<file path="config.mk">
export PLATFORM = sky130hd
export DESIGN_NAME = issueque_int
export DESIGN_NICKNAME = d
export VERILOG_FILES = /design/src/rtl/issueque_pkg.sv /design/src/rtl/issueque_slot.sv /design/src/rtl/issueque_int.sv
export SDC_FILE = /design/constraint.sdc
export NUM_CORES = 1
export LEC_CHECK = 0
export CAP_MARGIN = 10
export CORE_ASPECT_RATIO = 0.8
export CORE_MARGIN = 2
export CORE_UTILIZATION = 45
export DETAILED_ROUTE_END_ITERATION = 8
export GPL_ROUTABILITY_DRIVEN = 0
export PLACE_DENSITY_LB_ADDON = 0.25
export RECOVER_POWER = 50
export SLEW_MARGIN = 25
export SYNTH_ARGS = -nofsm -noshare
export SYNTH_HDL_FRONTEND = slang
export SYNTH_HIERARCHICAL = 1
export SYNTH_SLANG_ARGS = --single-unit
</file>
<file path="constraint.sdc">
create_clock -name clk -period 7.1 [get_ports clk]
set_clock_uncertainty 0.1 [all_clocks]
set_input_delay 1.42 -clock clk [delete_from_list [all_inputs] [get_ports clk]]
set_output_delay 1.42 -clock clk [all_outputs]
set_load 0.005 [all_outputs]
</file>
<file path="src/rtl/issueque_pkg.sv">
// Shared types for the integer issue queue.
// Entry layout plus the CDB capture rule used by slots and enqueue.
package issueque_pkg;

  localparam int IQ_DEPTH = 4;
  localparam int IQ_TAG_W = 6;
  localparam int OPC_W    = 3;
  localparam int DATA_W   = 32;
  localparam int IMM_W    = 16;

  typedef struct packed {
    logic                valid;
    logic [OPC_W-1:0]    opcode;
    logic [IQ_TAG_W-1:0] rdtag;
    logic [IQ_TAG_W-1:0] rstag;
    logic [DATA_W-1:0]   rsdata;
    logic                rsvalid;
    logic [IQ_TAG_W-1:0] rttag;
    logic [DATA_W-1:0]   rtdata;
    logic                rtvalid;
    logic [IMM_W-1:0]    imm;
  } issueque_entry_t;

  function automatic issueque_entry_t iq_snoop(
    input issueque_entry_t     e,
    input logic                cv,
    input logic [IQ_TAG_W-1:0] ct,
    input logic [DATA_W-1:0]   cd
  );
    issueque_entry_t r;
    r = e;
    if (e.valid && cv) begin
      if (!e.rsvalid && (e.rstag == ct)) begin
        r.rsvalid = 1'b1;
        r.rsdata  = cd;
      end
      if (!e.rtvalid && (e.rttag == ct)) begin
        r.rtvalid = 1'b1;
        r.rtdata  = cd;
      end
    end
    return r;
  endfunction

endpackage

</file>
<file path="src/rtl/issueque_slot.sv">
// One issue-queue entry: storage plus its CDB tag compare.
// snp_o is the entry with this cycle's broadcast folded in.
module issueque_slot
  import issueque_pkg::*;
(
  input  logic                clk,
  input  logic                reset,
  input  logic                flush_i,
  input  logic                cdb_valid_i,
  input  logic [IQ_TAG_W-1:0] cdb_tag_i,
  input  logic [DATA_W-1:0]   cdb_data_i,
  input  issueque_entry_t     ent_d,
  output issueque_entry_t     snp_o,
  output logic                rdy_o
);

  issueque_entry_t ent_q;

  always_ff @(posedge clk or negedge reset) begin
    if (!reset) begin
      ent_q <= '0;
    end else if (flush_i) begin
      ent_q <= '0;
    end else begin
      ent_q <= ent_d;
    end
  end

  assign rdy_o = ent_q.valid
               & ent_q.rsvalid
               & ent_q.rtvalid;

  assign snp_o = iq_snoop(ent_q, cdb_valid_i,
                          cdb_tag_i, cdb_data_i);

endmodule

</file>
<file path="src/rtl/issueque_int.sv">
// Integer issue queue: age-ordered, compacting, CDB snooping.
// Presents the oldest entry whose operands are both available.
module issueque_int
  import issueque_pkg::*;
#(
  parameter int DEPTH = IQ_DEPTH,
  parameter int TAG_W = IQ_TAG_W
) (
  input  logic              clk,
  input  logic              reset,
  input  logic [IMM_W-1:0]  equeue_imm,
  input  logic [TAG_W-1:0]  equeue_rdtag,
  input  logic [TAG_W-1:0]  equeue_rstag,
  input  logic [TAG_W-1:0]  equeue_rttag,
  input  logic [DATA_W-1:0] equeue_rsdata,
  input  logic [DATA_W-1:0] equeue_rtdata,
  input  logic              equeue_rsvalid,
  input  logic              equeue_rtvalid,
  input  logic [OPC_W-1:0]  equeueint_opcode,
  input  logic              equeueint_en,
  output logic              equeueint_ready,
  input  logic [TAG_W-1:0]  cdb_tag,
  input  logic              cdb_valid,
  input  logic [DATA_W-1:0] cdb_data,
  input  logic              flush,
  output logic              issueint_valid,
  output logic [OPC_W-1:0]  issueint_opcode,
  output logic [DATA_W-1:0] issueint_rsdata,
  output logic [DATA_W-1:0] issueint_rtdata,
  output logic [IMM_W-1:0]  issueint_imm,
  output logic [TAG_W-1:0]  issueint_rdtag,
  input  logic              issueint_grant
);

  localparam int CW = $clog2(DEPTH + 1);
  localparam int IW = (DEPTH > 1) ? $clog2(DEPTH) : 1;

  logic [CW-1:0]   count_q, count_d, wpos;
  logic            run_q;
  logic            found, issue, enq;
  logic [IW-1:0]   sel;
  logic            rdy [DEPTH];
  issueque_entry_t snp [DEPTH];
  issueque_entry_t nxt [DEPTH];
  issueque_entry_t inc_raw, inc;

  // ready stays low until the first edge out of reset
  assign equeueint_ready = run_q
                         & (count_q < CW'(DEPTH));

  always_comb begin
    found = 1'b0;
    sel   = '0;
    for (int i = DEPTH - 1; i >= 0; i--) begin
      if (rdy[i]) begin
        found = 1'b1;
        sel   = IW'(i);
      end
    end
  end

  assign issue = found & issueint_grant;
  assign enq   = equeueint_en & equeueint_ready;
  assign wpos  = count_q - CW'(issue);

  always_comb begin
    inc_raw         = '0;
    inc_raw.valid   = 1'b1;
    inc_raw.opcode  = equeueint_opcode;
    inc_raw.rdtag   = equeue_rdtag;
    inc_raw.rstag   = equeue_rstag;
    inc_raw.rsdata  = equeue_rsdata;
    inc_raw.rsvalid = equeue_rsvalid;
    inc_raw.rttag   = equeue_rttag;
    inc_raw.rtdata  = equeue_rtdata;
    inc_raw.rtvalid = equeue_rtvalid;
    inc_raw.imm     = equeue_imm;
  end

  assign inc = iq_snoop(inc_raw, cdb_valid,
                        cdb_tag, cdb_data);

  // shift uses snooped entries so captures move with them
  always_comb begin
    for (int i = 0; i < DEPTH; i++) begin
      int j;
      j = (issue && (i >= int'(sel))) ? i + 1 : i;
      nxt[i] = (j < DEPTH) ? snp[j] : '0;
      if (enq && (i == int'(wpos))) begin
        nxt[i] = inc;
      end
    end
  end

  always_comb begin
    count_d = count_q - CW'(issue) + CW'(enq);
    if (flush) begin
      count_d = '0;
    end
  end

  always_ff @(posedge clk or negedge reset) begin
    if (!reset) begin
      count_q <= '0;
      run_q   <= 1'b0;
    end else begin
      count_q <= count_d;
      run_q   <= 1'b1;
    end
  end

  for (genvar g = 0; g < DEPTH; g++) begin : g_slot
    issueque_slot u_slot (
      .clk         (clk),
      .reset       (reset),
      .flush_i     (flush),
      .cdb_valid_i (cdb_valid),
      .cdb_tag_i   (cdb_tag),
      .cdb_data_i  (cdb_data),
      .ent_d       (nxt[g]),
      .snp_o       (snp[g]),
      .rdy_o       (rdy[g])
    );
  end

  // a ready entry has no pending source, so snp equals stored state
  assign issueint_valid  = found;
  assign issueint_opcode = found ? snp[sel].opcode : '0;
  assign issueint_rsdata = found ? snp[sel].rsdata : '0;
  assign issueint_rtdata = found ? snp[sel].rtdata : '0;
  assign issueint_imm    = found ? snp[sel].imm    : '0;
  assign issueint_rdtag  = found ? snp[sel].rdtag  : '0;

  a_enq_ready : assert property (
    @(posedge clk) disable iff (!reset)
    !(equeueint_en && !equeueint_ready)
  ) else $error("issueque_int: enqueue while not ready");

endmodule

</file>
After elaboration in Yosys (flattened, before gate mapping)
Index checks and enable logic that the tools add are counted.
Storage, ports and cells
  register bits: 420
  input port bits: 147
  output and inout bits: 91
Operators by class
  add/sub/neg operators: 2
  magnitude comparators: 13
  eq/ne operators: 13
  muxes and demuxes: 65
  bitwise gates (word level): 16
  reduce and logical (&&, ||, !) cells: 32
Operators by type and width (number)
  104-bit 2-to-1 mux: 20
  104-bit binary-select mux with 2-bit select: 5
  33-bit 2-to-1 mux: 20
  103-bit 2-to-1 mux: 2
  32-bit by 3-bit >= comparator with 1-bit output, second input constant: 4
  32-bit 2-to-1 mux: 2
  2-bit NOT with 32-bit output: 2
  6-bit == test: 10
  1-bit NOT with 32-bit output: 1
  3-bit NOT with 32-bit output: 1
  1-bit logical AND: 21
  16-bit 2-to-1 mux: 1
  1-bit bitwise AND: 11
  1-bit logical NOT: 10
  2-bit 2-to-1 mux: 5
  3-bit 2-to-1 mux: 3
  3-bit == test, first input constant: 2
  2-bit by 3-bit less-than comparator with 1-bit output, second input constant: 2
  3-bit less-than comparator, second input constant: 2
  1-bit 2-to-1 mux: 6
  6-bit 2-to-1 mux: 1
  1-bit by 2-bit >= comparator with 1-bit output, first input constant: 2
  3-bit by 1-bit adder with 3-bit output: 1
  2-bit by 3-bit == test with 1-bit output, first input constant: 1
  other kinds (6): 6

Logic depth before layout (Yosys ltp)
Gate-level depths: netlist of the first run.
  depth in word-level cells: 16
  depth in mapped cells: 15
  mapped depth without buffers: 9

Modules after synthesis
Netlist of the first run, hierarchy kept.
Modules (own cells, without submodules)
  issueque_slot: times used 4, cells an instance 353, area each 4705.8 um^2
  issueque_int: times used 1, cells an instance 1890, area each 13631.8 um^2

Worst setup path after synthesis of the first run
Ideal clock, no wire load.
  path kind: input -> output
  from: in cdb_tag[4]
  to: out issueint_rtdata[10]
  arrival time: 3113 ps
  required time: 5580 ps
  slack: 2467 ps
  stages on the path: 7
  buffers on the path: 1
  path through: xor2_1 -> a221oi_2 -> nand4_4 -> buf_6 -> mux2_4 -> mux4_2 -> and2_1
RTL lines
  start, declared: line issueque_int.sv:22  | input logic [TAG_W-1:0] cdb_tag,
  end, declared: line issueque_int.sv:29  | output logic [DATA_W-1:0] issueint_rtdata,

==> flow_metrics.tcl, run 1 <==
set metrics [dict create \
    status "complete, but fails checks" \
    violations "capacitance limit, slew limit" \
    synth_sequential_area_ratio_pct 32.4 \
    path_class "reg2reg" \
    cts-htree-levels 2 \
    fin_crit_sh_pct 97.5 \
    ys_ff_latch 420 \
    synth_area_leaders "dfrtp_1 32%, nor2b_1 8.1%, mux2i_1 7.5%" \
    ctsHoldBuffers 0 \
    crit_end "g_slot[1].u_slot/ent_q[37]$_DFF_PN0_" \
    synth.distinct_cells 49 \
    num_vias 28400 \
    grt_pass1_wl_um 180000 \
    setup_viol 0 \
    r2r_start "g_slot[0].u_slot/snp_o[103]$_DFF_PN0_" \
    swShare_pct 28.6 \
    dp_slack_ns 0.451 \
    peakVddDrop_v 0.000171 \
    grt_util_all_layers_pct 31.2 \
    synthCells 3302 \
    drtAntennaViolNets 0 \
    rsz0062_at_grt "no" \
    clkSinkCount 420 \
    crit_start "g_slot[0].u_slot/snp_o[103]$_DFF_PN0_" \
    dr.pass1.iters 8 \
    dp_hpwl_um 65100 \
    yosys.area.top_type_share_pct 32.4 \
    start_kind "flop" \
    die_w_um 304 \
    async_reset_ff_share_pct 100 \
    nets 3317 \
    power_density_nw_per_um2 170 \
    post-route-min-period_ns 6.92 \
    rows 88 \
    die_area_um2 74300 \
    report.final.slew_viol_count 528 \
    drtIter0Drc 3922 \
    final-hold-violation-count 0 \
    p_switching_w 0.00175 \
    grt_pass1_vias 28400 \
    cap_violations 5 \
    drive_gt1_share_pct 17.5 \
    synth_compound_area_share_pct 15.7 \
    numCtsBuffers 50 \
    clock_power_share_pct 43.6 \
    crit_required_ns 7.45 \
    synth-simple-area-share_pct 17.7 \
    p_leak_nw 16.7 \
    antenna_found_initial 6 \
    fmax_mhz 145 \
    yosys_warnings 6 \
    tightest_slew_ns 3.86 \
    area_growth_pct 11.0 \
    design.core.area_um2 71800 \
    synth-edff-count 0 \
    grt_max_degree 212 \
    routedWlPerCell_um 29.0 \
    pwr-share-seq_pct 40.6 \
    nFillCells 6412 \
    seq_area_um2 10500 \
    post_cts_resized 0 \
    routed_wl_um 120000 \
    pin_count 238 \
    crit_arrival_ns 7.27 \
    synth_xor_area_share_pct 1.48 \
    hold_path_class "reg2reg" \
    r2r_slack_ns 0.18 \
    final_common_cell "dfrtp_1" \
    r2r_end "g_slot[1].u_slot/ent_q[37]$_DFF_PN0_" \
    vias_per_cell 6.84 \
    critPathMaxFanout 65 \
    reg2reg_depth 8 \
    cts_tree "done" \
    clockBufferDepth 3 \
    post_cts_buffers 0 \
    final_cell_mix "420 x dfrtp_1, 419 x nor2b_1, 244 x mux2i_1, 233 x clkdlybuf4s50_1, 211 x o21ai_0" \
    multiInputGateArea_um2 19500 \
    insertion_delay_ns 0.61 \
    die_y_um 244 \
    clk_pin_slew_worst_paths_ns 0.06 \
    synth_top_family_by_area "multiplexers" \
    io_buffer_count 237 \
    globalRoute.totalOverflow 0 \
    synth-adder-area-share_pct 0.0386 \
    p_comb_share_pct 15.8 \
    drc 0 \
    ys_dominant_reg_cell "dfrtp_1" \
    synth_nets 3450 \
    power.internal_w 0.00437 \
    cts_root_buf "clkbuf_16" \
    worstSetupEndpointType "flop" \
    relSlewSlack_pct -158 \
    synth.area.mux_share_pct 24.4 \
    avgSynthCellArea_um2 9.83 \
    synth_top_area_cell "dfrtp_1" \
    setup_tns_ns 0 \
    synthesis.area_um2 32500 \
    start_util_pct 45.2 \
    finalWorstSetupSlack_ns 0.181 \
]
==> flip-flops by register name, summed over array words and instances, names as in the netlist <==
signal,flops
g_slot.u_slot/ent_q,264
run_q,1
g_slot.u_slot/snp_o,152
count_q,3
==> critical path, stage by stage (launching register included) <==
cell and delay, ns:
dfrtp_1 0.40, and3_2 0.59, o41ai_4 0.42, clkbuf_1 2.76, xnor2_2 0.54, buf_4 0.49
nand2_4 0.92, a22oi_1 0.25, nor2b_1 0.21
==> through the flow <==
step,hold WS (ns),instance area (um2),total power (W),utilization (%),std cells
5_1_grt,0.582,36000,0.00629,50.2,4154
2_1_floorplan,0.533,32500,0.00307,-,3302
3_3_place_gp,0.540,34300,0.00345,47.8,4060
3_5_place_dp,0.542,34300,0.00346,47.8,4060
4_1_cts,0.555,36000,0.00612,50.1,4148
6_report,0.559,36000,0.00612,50.2,4154
==> how the worst min path moves through the flow <==
stage	startpoint	to	slack (ns)	cells past startpoint
after floorplan	count_q[2]$_DFF_PN0_	count_q[2]$_DFF_PN0_	0.53	2
after global placement	g_slot[3].u_slot/snp_o[98]$_DFF_PN0_	g_slot[3].u_slot/snp_o[98]$_DFF_PN0_	0.54	3
after detailed placement	g_slot[0].u_slot/snp_o[103]$_DFF_PN0_	g_slot[0].u_slot/snp_o[103]$_DFF_PN0_	0.54	3
after CTS	g_slot[0].u_slot/snp_o[103]$_DFF_PN0_	g_slot[0].u_slot/snp_o[103]$_DFF_PN0_	0.55	3
after global routing	g_slot[0].u_slot/snp_o[103]$_DFF_PN0_	g_slot[0].u_slot/snp_o[103]$_DFF_PN0_	0.58	3
final	g_slot[3].u_slot/snp_o[94]$_DFF_PN0_	g_slot[3].u_slot/snp_o[94]$_DFF_PN0_	0.56	3
==> synth_stat cells (5+ instances only) <==
| cell type | n |
|---|---|
| and2_1 | 94 |
| nor2b_1 | 419 |
| buf_2 | 24 |
| mux4_2 | 89 |
| o21ai_0 | 211 |
| a31oi_1 | 139 |
| nand3_1 | 151 |
| buf_6 | 24 |
| a221oi_1 | 64 |
| a21oi_1 | 10 |
| mux2i_1 | 244 |
| inv_1 | 11 |
| nor4b_1 | 59 |
| clkbuf_1 | 267 |
| o21ai_1 | 5 |
| xor2_1 | 37 |
| mux2_2 | 138 |
| mux2_4 | 128 |
| xnor2_1 | 18 |
| and3_1 | 68 |
| dfrtp_1 | 420 |
| nor2_1 | 28 |
| a211oi_1 | 120 |
| a22oi_1 | 183 |
| buf_1 | 27 |
| nand2_1 | 118 |
| buf_4 | 152 |
==> final cells by class <==
| class | instances | share of cell area, % |
|---|---|---|
| multi-input cells | 2377 | 54.3 |
| flip-flops and latches | 420 | 29.2 |
| repair buffers | 309 | 8.56 |
| clock buffers | 70 | 4.02 |
| well taps | 945 | 3.28 |
| clock inverters | 18 | 0.556 |
| inverters | 11 | 0.118 |
| diodes | 4 | 0.0278 |
==> per-layer routing <==
metal / part of all wire [%] / global-route usage, %
met5: 0.024 / 0
met4: 4.2 / 14.5
met3: 11 / 7.63
met2: 45 / 47.6
met1: 40 / 41.9
==> kinds of logic (layout without fill, tap and decap cells) <==
| logic type | Yosys count | in the layout |
|---|---|---|
| adder cells (fa/ha/maj) | 1 | 1 |
| multiplexers | 599 | 599 |
| flip-flops | 420 | 420 |
| other | 1 | 5 |
| AO/OA/AOI/OAI | 754 | 754 |
| XOR/XNOR | 55 | 55 |
| buffers and inverters | 505 | 408 |
| AND/OR/NAND/NOR | 967 | 967 |
==> power by group through the flow <==
stage | clock (W) | combinational (W) | sequential [W]
6_report | 0.00267 | 0.000968 | 0.00249
5_1_grt | 0.00278 | 0.00102 | 0.00249
4_1_cts | 0.00270 | 0.000941 | 0.00248
3_5_place_dp | 0 | 0.000936 | 0.00253
3_3_place_gp | 0 | 0.000923 | 0.00252
2_1_floorplan | 0 | 0.000553 | 0.00252
Power figures use the tool's default switching activity.
==> run 2, diff against run 1 <==
Settings changed: CTS_BUF_LIST set to sky130_fd_sc_hd__clkbuf_2.
==> flow_metrics.tcl, run 2 (synthesis results as in run 1) <==
set metrics [dict create \
    status "complete, but fails checks" \
    violations "capacitance limit, slew limit" \
    report.final.slew_viol_count 334 \
    routed_wl_um 121000 \
    hold_path_class "reg2reg" \
    die_y_um 244 \
    clk_pin_slew_worst_paths_ns 0.10 \
    grt_max_degree 212 \
    cts-htree-levels 3 \
    drtAntennaViolNets 0 \
    ctsHoldBuffers 0 \
    drive_gt1_share_pct 20.2 \
    largest_reg_flops 264 \
    reg2reg_depth 8 \
    antenna_found_initial 8 \
    clkSinkCount 420 \
    critPathMaxStageDelay_ns 2.80 \
    crit_required_ns 7.97 \
    io_buffer_count 237 \
    clockBufferDepth 3 \
    cts_root_buf "clkbuf_2" \
    relSlewSlack_pct -277 \
    setup_viol 0 \
    post_cts_resized 0 \
    design_area_um2 35500 \
    post_cts_buffers 0 \
    top_register "g_slot.u_slot/ent_q" \
    die_w_um 304 \
    drc 0 \
    worstSetupEndpointType "flop" \
    post-route-min-period_ns 6.99 \
    whs_ns 0.568 \
    fin_crit_sh_pct 98.5 \
    rsz0062_at_grt "no" \
    dp_hpwl_um 65100 \
    globalRoute.totalOverflow 0 \
    holdPathStages 3 \
    insertion_delay_ns 1.20 \
    p_leak_nw 16.8 \
    tightest_slew_ns 5.66 \
    numCtsBuffers 116 \
    grt_util_all_layers_pct 31.5 \
    peakVddDrop_v 0.0000915 \
    grt_pass1_vias 28900 \
    detailed_place.area_um2 34300 \
    setup_tns_ns 0 \
    critPathMaxFanout 65 \
    final_common_cell "dfrtp_1" \
    num_vias 28900 \
    totalPowerFinal_w 0.00533 \
    design.core.area_um2 71800 \
    routedWlPerCell_um 28.4 \
    die_area_um2 74300 \
    grt_pass1_wl_um 181000 \
    pin_count 238 \
    crit_chain "and3_2 -> o41ai_4 -> clkbuf_1 -> xnor2_2 -> buf_4 -> nand2_4 -> a22oi_1 -> nor2b_1" \
    final-hold-violation-count 0 \
    dr.pass1.iters 6 \
    crit_arrival_ns 7.86 \
    start_kind "flop" \
    fmax_mhz 143 \
    area_growth_pct 9.26 \
    final_cell_mix "420 x dfrtp_1, 419 x nor2b_1, 244 x mux2i_1, 233 x clkdlybuf4s50_1, 211 x o21ai_0" \
    power_density_nw_per_um2 150 \
    path_class "reg2reg" \
    cap_violations 3 \
    drtIter0Drc 3941 \
    rows 88 \
    nFillCells 6558 \
    start_util_pct 45.2 \
    vias_per_cell 6.75 \
    cts_tree "done" \
    nets 3383 \
    cpMaxStageDelayCell "clkbuf_1" \
]
## run 2: per-stage QoR
step | util, % | std cells | setup slack (ns)
final | 49.4 | 4283 | 0.106
after CTS | 49.3 | 4272 | 0.447
after global placement | 47.8 | 4060 | 0.499
after detailed placement | 47.8 | 4060 | 0.451
after floorplan | - | 3302 | 2.47
after global routing | 49.4 | 4282 | 0.278
## run 2: power breakdown
| group | switching [W] | leakage [nW] | internal, W | total, W |
|---|---|---|---|---|
| Combinational | 0.000616 | 10.1 | 0.000356 | 0.000972 |
| Sequential | 0.0000268 | 5.80 | 0.00246 | 0.00248 |
| Clock | 0.00115 | 0.831 | 0.000721 | 0.00188 |
| Total | 0.00180 | 16.8 | 0.00353 | 0.00533 |
## run 2: layout make-up
type,count,area (um2),area share [%]
clock buffers,185,926,2.61
diodes,9,22.5,0.0635
multi-input cells,2377,19500,55.1
flip-flops and latches,420,10500,29.6
inverters,11,42.5,0.120
repair buffers,309,3100,8.75
well taps,945,1180,3.33
clock inverters,27,134,0.378
## run 2: path summary, 6_finish.rpt
path                                                        end  slack (ns)                            startpoint
max                        g_slot[1].u_slot/ent_q[78]$_DFF_PN0_        0.11  g_slot[0].u_slot/ent_q[16]$_DFF_PN0_
max in group asynchronous  g_slot[3].u_slot/ent_q[79]$_DFF_PN0_        1.19                                 reset
min in group asynchronous   g_slot[3].u_slot/snp_o[6]$_DFF_PN0_        2.47                                 reset
min                        g_slot[3].u_slot/snp_o[11]$_DFF_PN0_        0.57  g_slot[3].u_slot/snp_o[11]$_DFF_PN0_
min reg2reg                g_slot[3].u_slot/snp_o[11]$_DFF_PN0_        0.57  g_slot[3].u_slot/snp_o[11]$_DFF_PN0_
max reg2reg                g_slot[1].u_slot/ent_q[78]$_DFF_PN0_        0.11  g_slot[0].u_slot/ent_q[16]$_DFF_PN0_
## run 2: worst max-delay path: cells and delay by family, from the launching register on
kind / cells / cell delay (ns)
DFF: 1 / 0.40
and+or+nand+nor: 3 / 1.71
buffers and inverters: 2 / 3.29
AOI/OAI and AO/OA: 2 / 0.64
xor gates and xnor gates: 1 / 0.54
## run 2: metal layers
layer	up-vias	GRT usage [%]	share of wire, %
li1	12000	-	-
met1	14500	41.8	40
met2	2067	47.9	45
met3	385	8.46	11
met4	2	14.5	3.9
met5	-	0	0.012
